<file path="config.mk">
export PLATFORM = sky130hd
export DESIGN_NAME = seg7_decoder
export DESIGN_NICKNAME = d
export VERILOG_FILES = /design/src/rtl/seg7_decoder.sv
export SDC_FILE = /design/constraint.sdc
export NUM_CORES = 1
export LEC_CHECK = 0
export BUFFER_PORTS_ARGS = -buffer_cell sky130_fd_sc_hd__buf_2
export CORE_UTILIZATION = 30
export DETAILED_ROUTE_END_ITERATION = 12
export SETUP_SLACK_MARGIN = 0.02
export SLEW_MARGIN = 20
export SYNTH_ARGS = -nofsm -noshare
export SYNTH_HDL_FRONTEND = slang
export SYNTH_SLANG_ARGS = --single-unit
</file>
<file path="constraint.sdc">
create_clock -name Clock -period 0.8 [get_ports Clock]
set_input_delay 0.16 -clock Clock [delete_from_list [all_inputs] [get_ports Clock]]
set_output_delay 0.16 -clock Clock [all_outputs]
set_load 0.05 [all_outputs]
</file>
<file path="src/rtl/seg7_decoder.sv">
// Registered 7-segment glyph decoder for one display digit.
// Lamp test overrides blank, and blank overrides the digit code. The output is cleared to blank on reset.
module seg7_decoder #(
  parameter bit ACTIVE_LOW = 1'b1
) (
  input  logic       Clock,
  input  logic       Reset,
  input  logic [4:0] value,
  input  logic       blank,
  input  logic       lamp_test,
  output logic [6:0] hex
);

  localparam logic [6:0] ALL_OFF_AL = 7'h7F;
  localparam logic [6:0] ALL_ON_AL  = 7'h00;

  logic [6:0] w_next_al;
  logic [6:0] r_hex;

  // Glyph table in active-low gfedcba order (bit 0 = segment a).
  function automatic logic [6:0] glyph_al(input logic [4:0] code);
    logic [6:0] pat;
    case (code)
      5'd0:    pat = 7'h40;
      5'd1:    pat = 7'h79;
      5'd2:    pat = 7'h24;
      5'd3:    pat = 7'h30;
      5'd4:    pat = 7'h19;
      5'd5:    pat = 7'h12;
      5'd6:    pat = 7'h02;
      5'd7:    pat = 7'h78;
      5'd8:    pat = 7'h00;
      5'd9:    pat = 7'h10;
      5'd10:   pat = 7'h08;
      5'd11:   pat = 7'h03;
      5'd12:   pat = 7'h46;
      5'd13:   pat = 7'h21;
      5'd14:   pat = 7'h06;
      5'd15:   pat = 7'h0E;
      5'd16:   pat = 7'h3F;
      default: pat = ALL_OFF_AL;
    endcase
    return pat;
  endfunction

  function automatic logic [6:0] to_board(input logic [6:0] pat_al);
    return ACTIVE_LOW ? pat_al : ~pat_al;
  endfunction

  always_comb begin
    w_next_al = glyph_al(value);
    if (lamp_test)
      w_next_al = ALL_ON_AL;
    else if (blank)
      w_next_al = ALL_OFF_AL;
  end

  // Output register: all digit instances update together on this edge.
  always_ff @(posedge Clock or posedge Reset) begin
    if (Reset)
      r_hex <= to_board(ALL_OFF_AL);
    else
      r_hex <= to_board(w_next_al);
  end

  assign hex = r_hex;

endmodule

</file>
### Word-level counts from Yosys, hierarchy flattened

Memory sizes are Yosys's and may differ from the RTL's.
Cells that the tools add are included.

| cells by class | value |
|---|---|
| multiplexer cells | 2 |

Operator list:

| operator | number |
|---|---|
| 7-bit two-way mux | 2 |

| word-level totals | value |
|---|---|
| register bits | 7 |
| bits in read-only memories | 224 |
| output and inout bits | 7 |
| word-level logic and storage cells | 4 |
| memories kept | 1 |

Memory list:

| memory | depth | width | rd ports | clocked after Yosys merged registers in | wr ports | RTL line | source |
|---|---|---|---|---|---|---|---|
| (name not given) | 32 | 7 | 1 | 0 | 0 | 23 | `case (code)` |

### Depth between registers and ports, before layout

Gate-level depths: netlist of the first run.
An unclocked memory read counts as a cell.

| logic depth | value |
|---|---|
| word-level depth | 3 |
| depth in mapped cells | 5 |
| mapped depth without buffers | 5 |

### Worst setup path before layout of the first run

OpenSTA, ideal clock, no wires.

| timing | value |
|---|---|
| path kind | in2reg |
| start | input port value[1] |
| end | register r_hex[0] (netlist: hex[0]) |
| arrival time | 0.967 ns |
| required time | 0.708 ns |
| slack | -0.259 ns |
| stages | 4 |
| path through | inv_1 -> ha_1 -> a2111oi_4 -> a221oi_2 |

| between the ends | value |
|---|---|
| word-level cells in the longest chain between the ends | 3 |

Ends and longest elaborated chain:

| item | RTL line | source |
|---|---|---|
| start: declaration | 8 | `input logic [4:0] value,` |
| memory 32 x 7 bit | n/a |  |
| 7-bit two-way mux | 54 | `else if (blank)` |
| 7-bit two-way mux | 52 | `if (lamp_test)` |
| net w_next_al[0] | 17 | `logic [6:0] w_next_al;` |
| end signal: assignment | 61 | `r_hex <= to_board(ALL_OFF_AL);` |
| end signal: assignment | 63 | `r_hex <= to_board(w_next_al);` |
| end: declaration | 18 | `logic [6:0] r_hex;` |

The timed path passes the listed nets, and every way through them passes these cells.

### Worst setup path in the final report of the first run

| timing | value |
|---|---|
| start | register r_hex[6] (netlist: hex[6]) |
| end | output port hex[6] |

RTL lines:

| item | RTL line | source |
|---|---|---|
| end: declaration | 11 | `output logic [6:0] hex` |

No word-level cell between the ends.

==> parameters.txt, run 1 <==
Parameter                              Value

Synthesis
  Post-synthesis sequential area ratio ... 31.61%
  Synthesized instance count ... 52
  Area leader, netlist ... sky130_fd_sc_hd__dfstp_2
  Post-synth cell types ... 25
  Number of register bits inferred by synthesis ... 7
  Top cells by area, synth ... sky130_fd_sc_hd__dfstp_2 32%, sky130_fd_sc_hd__ha_1 15%, sky130_fd_sc_hd__a221oi_2 5.2%
  Per-instance average area after synthesis ... 11.19 sq um
  Syn Std Cell Area ... 581.8 sq um
  Count of yosys warnings during synthesis ... 0
  Post-synth net total ... 68
  Area fraction of the dominant cell type after synthesis ... 31.61%

Global routing
  Met2 usage ... 23.10%
  Overflow left after global routing ... 0
  Initial antenna violation count ... 0
  Global-route layer with the greatest usage ... met2
  Met1 track demand over resource in global routing ... 12.89%
  Met3 track demand over resource ... 1.190%
  Aggregate global-route resource usage ... 12.27%
  Largest net degree at the start of global routing ... 10
  Via count of the first global-routing pass ... 475
  First-pass GRT wire length ... 1.856 mm

CTS
  H-tree levels ... 1
  CTS Hold Bufs ... 0
  Library cell used as clock root buffer ... sky130_fd_sc_hd__clkbuf_4
  Clock tree from TritonCTS ... yes
  CTS buffer count ... 3
  Clock Pin Slew Worst Setup and Hold Paths ... 0.05 ns
  Sinks on Clock Net ... 7
  Max Root-Sink Buffers ... 2

Run status
  Violated checks ... setup timing
  Status ... complete, but fails checks

Die
  Chip height ... 46.04 um
  Total number of placement rows ... 15
  Core area ... 0.001764 sq mm
  Initial standard-cell utilization of the core ... 32.98%
  Die X ... 46.04 um
  Full die area ... 0.002120 sq mm
  Ports placed on the boundary ... 16

Final layout
  Fraction of layout instances using a drive strength above 1 ... 72.50%
  Number of flip-flops under the largest register name ... 7
  Count of inserted antenna diode cells ... 0
  Final design instance area without fill ... 963.4 sq um
  Area overhead of the layout relative to synthesis ... 65.59%
  Layout fillers ... 165
  Total number of nets in the final design ... 97
  Layout Utilization ... 54.61%

Setup path
  Type of the worst setup path ... register to primary output
  Highest-delay cell along the critical path ... sky130_fd_sc_hd__dfstp_2
  Endpoint type of the worst setup path ... primary output
  List of cells traversed by the critical path ... buf_8
  Critical Path Start Type ... register
  Required time of the critical path ... 0.64 ns
  Crit-path leading delay family ... flip-flops
  Worst Path Max Fanout ... 1
  Worst EP arrival ... 0.91 ns
  Worst path buffer plus inverter count ... 1
  Longest individual stage delay on the worst path ... 0.53 ns

Drt
  Antenna Nets Post-Route ... 0
  Vias per cell ... 4.562
  DRC marker count from the first detailed-route iteration ... 6
  DRC Markers ... 0
  Post-DR wirelength/cell ... 11.31 um
  Number of vias in the routed layout ... 479
  Detailed-route wire length ... 1.188 mm
  Iteration count of the initial detailed-routing pass ... 4

STA
  Shortest clock period the worst path allows after layout ... 1.071 ns
  Fin crit share ... 133.9%
  Hold_ws ... 0.05682 ns
  # setup viols final ... 9
  Worst setup slack after layout ... -0.2710 ns
  Peak Freq ... 933.7 MHz
  Max-slew headroom at the worst pin ... 78.16%
  Max-slew violation total from the final report ... 0
  RSZ-0062 raised after global routing ... yes
  Transition time of the tightest slew-check pin ... 0.3277 ns
  Final Hold Violating Endpoints ... 0

Pwr
  Fraction of power consumed by the clock network ... 24.9%
  Switching part of the total ... 31.72%
  Worst voltage drop across the vdd grid ... 0.5197 mV
  Part of the total power dissipated in sequential elements ... 34.7%
  Leakage power total ... 0.4092 nW
  Combinational Power Share ... 40.5%
  Cell Int Power ... 0.8211 mW
  Net switching power ... 0.3815 mW
  Pwr Density ... 1248 mW/mm^2

Placement
  Post-Place Cell Area ... 740.7 sq um
  Post-detailed-placement half-perimeter wirelength ... 909.7 um
  Number of I/O port buffers ... 15
  RePlAce Congestion ... 0.7353

Hold path
  Hold/Removal Path Class ... input pin to async pin

Flow run
  Number of maximum-capacitance constraint violations ... 0
## through the flow
stage	setup WS [ns]	total power [mW]	TNS, ns	cells
floorplan	-0.2045	0.6750	-1.198	52
global placement	-0.3991	0.7740	-3.135	99
detailed placement	-0.4180	0.7768	-3.256	99
CTS	-0.2848	1.193	-1.964	105
global route	-0.2945	1.263	-2.135	105
finish	-0.2710	1.203	-1.898	105
## routing by layer
metal,vias up,wire length [um]
met1,228,482
met4,0,0
met5,-,0
li1,238,-
met2,13,660
met3,0,46
## area by class of cell
| type | count | area [sq um] | share of cell area [%] |
|---|---|---|---|
| Clock buffer | 4 | 26.28 | 2.727 |
| Timing Repair Buffer | 27 | 271.5 | 28.18 |
| Tap cell | 25 | 31.28 | 3.247 |
| Inverter | 4 | 35.03 | 3.636 |
| Multi-Input combinational cell | 38 | 415.4 | 43.12 |
| Sequential cell | 7 | 183.9 | 19.09 |
## worst paths after layout
path / start / end / depth (start not counted)
setup / recovery: hex[6]$_DFF_PP1_ / hex[6] / 1
hold / removal: Reset / hex[2]$_DFF_PP1_ / 2
max in group asynchronous: Reset / hex[6]$_DFF_PP1_ / 2
min in group Clock: lamp_test / hex[5]$_DFF_PP1_ / 2
## cells in the final DEF, fill, tap and decap left out, types with 2 or more instances in the layout
cell	netlist	final
sky130_fd_sc_hd__nor2_2	1	2
sky130_fd_sc_hd__buf_8	1	7
sky130_fd_sc_hd__ha_1	7	3
sky130_fd_sc_hd__ha_4	0	4
sky130_fd_sc_hd__clkbuf_4	0	4
sky130_fd_sc_hd__buf_12	0	2
sky130_fd_sc_hd__buf_4	0	11
sky130_fd_sc_hd__buf_2	0	5
sky130_fd_sc_hd__a31oi_1	2	2
sky130_fd_sc_hd__a221oi_2	2	2
sky130_fd_sc_hd__mux2_4	2	2
sky130_fd_sc_hd__mux2i_1	2	2
sky130_fd_sc_hd__dfstp_2	7	7
sky130_fd_sc_hd__a21oi_2	0	3
sky130_fd_sc_hd__nand2_1	5	5
## cell usage after synthesis
cell and n:
sky130_fd_sc_hd__a2111oi_4 1, sky130_fd_sc_hd__a211oi_2 1, sky130_fd_sc_hd__a21oi_1 4, sky130_fd_sc_hd__a221oi_2 2, sky130_fd_sc_hd__a22oi_2 1, sky130_fd_sc_hd__a2bb2oi_1 1
sky130_fd_sc_hd__a31oi_1 2, sky130_fd_sc_hd__and2_1 1, sky130_fd_sc_hd__and4b_1 1, sky130_fd_sc_hd__buf_6 2, sky130_fd_sc_hd__buf_8 1, sky130_fd_sc_hd__dfstp_2 7
sky130_fd_sc_hd__ha_1 7, sky130_fd_sc_hd__inv_1 3, sky130_fd_sc_hd__inv_2 1, sky130_fd_sc_hd__mux2_4 2, sky130_fd_sc_hd__mux2i_1 2, sky130_fd_sc_hd__nand2_1 5
sky130_fd_sc_hd__nand3_1 1, sky130_fd_sc_hd__nand3b_1 1, sky130_fd_sc_hd__nor2_1 2, sky130_fd_sc_hd__nor2_2 1, sky130_fd_sc_hd__nor2_4 1, sky130_fd_sc_hd__nor3_1 1
sky130_fd_sc_hd__or2_0 1
## kinds of logic (layout without fill, tap and decap cells)
kind of cell | Yosys count | in the layout | synth area share, %
simple gates | 15 | 15 | 14.41
compound gates | 12 | 12 | 21.29
fa+ha+maj | 7 | 7 | 15.05
flops | 7 | 7 | 31.61
buf+inv | 7 | 35 | 9.030
mux | 4 | 4 | 8.602
## what timing repair did
action | in CTS | in global routing
gates resized for setup | 39 | 12
endpoints found under the setup margin | 14 | 12
setup buffers | 2 | 0
pin swaps | 9 | 6
## power groups by stage
stage / Clock, mW / Sequential [mW] / Combinational [mW]
5_1_grt: 0.326 / 0.419 / 0.519
2_1_floorplan: 0 / 0.509 / 0.166
6_report: 0.299 / 0.417 / 0.487
3_3_place_gp: 0 / 0.408 / 0.366
4_1_cts: 0.317 / 0.416 / 0.460
3_5_place_dp: 0 / 0.409 / 0.368
Note: power is estimated with default switching activity, not from simulation.
==> run 2: changes to the inputs <==
Settings changed: BUFFER_PORTS_ARGS -buffer_cell sky130_fd_sc_hd__buf_2 to default, DONT_BUFFER_PORTS from default to 1, SETUP_SLACK_MARGIN 0.02 to default.
==> run 2 against run 1 <==
Net effect:
- the flow still finishes with violations (setup timing)
- sequential share of layout area increased by 6.4 points
- critical path depth down 1
- cell area decreased by 25%
- via count fell by 15%
- flip-flop and latch count stayed put
- sequential power rose by 21%
- combinational power decreased by 59%
- non-clock buffer count down 20
- cell count shrank 19%
- first-iteration DRC count up 67%
- fmax is 1.4% lower
- utilization decreased by 14 points
- critical endpoint is now hex[2]
==> parameters.txt, run 2 (synthesis results as in run 1) <==
Parameter                              Value

Run status
  Status ... complete, but fails checks
  Violated checks ... setup timing

Placement
  RePlAce Congestion ... 0.7037
  Number of I/O port buffers ... 0
  Post-detailed-placement half-perimeter wirelength ... 803 um
  Inst Count DP ... 78
  Post-Place Cell Area ... 620.6 sq um
  Dpl ws ... -0.2845 ns

Die
  Ports placed on the boundary ... 16
  Total number of placement rows ... 15
  Chip height ... 46.04 um
  Core area ... 0.001764 sq mm
  Initial standard-cell utilization of the core ... 32.98%
  Full die area ... 0.002120 sq mm
  Die X ... 46.04 um

STA
  Final sum of negative setup slack ... -2.120 ns
  Fin crit share ... 135.8%
  # setup viols final ... 10
  Hold_ws ... 0.03869 ns
  RSZ-0062 raised after global routing ... yes
  Max-slew headroom at the worst pin ... 74.61%
  Max-slew violation total from the final report ... 0
  Peak Freq ... 920.5 MHz
  Transition time of the tightest slew-check pin ... 0.3808 ns
  Shortest clock period the worst path allows after layout ... 1.086 ns
  Worst setup slack after layout ... -0.2864 ns
  Final Hold Violating Endpoints ... 0

Global routing
  Initial antenna violation count ... 0
  Aggregate global-route resource usage ... 11.65%
  Overflow left after global routing ... 0
  First-pass GRT wire length ... 1.642 mm
  Via count of the first global-routing pass ... 363
  Largest net degree at the start of global routing ... 16

Setup path
  Critical Path Start Type ... register
  Required time of the critical path ... 0.64 ns
  Endpoint type of the worst setup path ... primary output
  Type of the worst setup path ... register to primary output
  Worst EP arrival ... 0.93 ns
  Worst Path Max Fanout ... 1

Final layout
  Area overhead of the layout relative to synthesis ... 23.87%
  Count of inserted antenna diode cells ... 0
  Most common cell after layout, fill and taps aside ... sky130_fd_sc_hd__dfstp_2
  Number of flip-flops under the largest register name ... 7
  Layout Utilization ... 40.85%
  Final design instance area without fill ... 720.7 sq um
  Fraction of layout instances using a drive strength above 1 ... 55.00%
  Finished Layout Cells ... 85
  Top library cells by usage in the layout, fill and taps aside ... 7 x sky130_fd_sc_hd__dfstp_2, 5 x sky130_fd_sc_hd__nand2_1, 5 x sky130_fd_sc_hd__buf_4
  Total number of nets in the final design ... 77
  Layout fillers ... 177

Pwr
  Leakage power total ... 0.2890 nW
  Pwr Density ... 1421 mW/mm^2
  Overall power ... 1.024 mW
  Worst voltage drop across the vdd grid ... 0.4883 mV

CTS
  Library cell used as clock root buffer ... sky130_fd_sc_hd__clkbuf_4
  Max Root-Sink Buffers ... 2
  Clock tree from TritonCTS ... yes
  CTS buffer count ... 3
  Sinks on Clock Net ... 7
  H-tree levels ... 1
  Clock Pin Slew Worst Setup and Hold Paths ... 0.05 ns

Drt
  Antenna Nets Post-Route ... 0
  DRC marker count from the first detailed-route iteration ... 10
  Detailed-route wire length ... 1.090 mm
  Vias per cell ... 4.765
  Iteration count of the initial detailed-routing pass ... 2
  DRC Markers ... 0
  Post-DR wirelength/cell ... 12.82 um
  Number of vias in the routed layout ... 405

Hold path
  Number of cells on the worst hold path ... 2
  Worst Min Path Start ... value[3]
  Hold/Removal Path Class ... input pin to register
  Sink of the worst hold path ... hex[3]$_DFF_PP1_

Flow run
  Number of maximum-capacitance constraint violations ... 0
run 2: repair_timing:
item | in CTS | in global routing
pin swaps | 1 | 6
setup buffers | 1 | 0
setup endpoints to repair | 11 | 14
resized for setup | 3 | 6
endpoints found under the hold margin | 14 | 0
cloned | 0 | 0
hold buffers | 2 | 0
run 2: metal layers:
| metal | global-route usage, % | vias up | wire, um | share of wire [%] |
|---|---|---|---|---|
| li1 | - | 197 | - | - |
| met1 | 14.62 | 188 | 516 | 47 |
| met2 | 15.77 | 16 | 480 | 44 |
| met3 | 3.175 | 4 | 61 | 5.6 |
| met4 | 10.59 | 0 | 31 | 2.8 |
| met5 | 0 | - | 0 | 0 |
run 2: worst max-delay path by stage:
stage / from / endpoint / slack [ns] / cells past startpoint
finish: hex[2]$_DFF_PP1_ / hex[2] / -0.29 / 0
global route: hex[6]$_DFF_PP1_ / hex[6] / -0.32 / 0
CTS: hex[2]$_DFF_PP1_ / hex[2] / -0.29 / 0
detailed placement: value[1] / hex[3]$_DFF_PP1_ / -0.28 / 5
global placement: value[1] / hex[3]$_DFF_PP1_ / -0.27 / 5
floorplan: value[1] / hex[3]$_DFF_PP1_ / -0.20 / 5
run 2: layout make-up:
cell class              count  area (sq um)  share of cell area (%)
multi-input cells          38         400.4                   55.56
flip-flops and latches      7         183.9                   25.52
repair buffers              7         60.06                   8.333
well taps                  25         31.28                   4.340
clock buffers               4         26.28                   3.646
inverters                   4         18.77                   2.604
run 2: power by group:
part	leakage, nW	internal, mW	total (mW)	switching (mW)
Sequential	0.0735	0.405	0.506	0.102
Clock	0.0150	0.190	0.315	0.125
Combinational	0.201	0.108	0.202	0.0948
Total	0.289	0.702	1.02	0.322
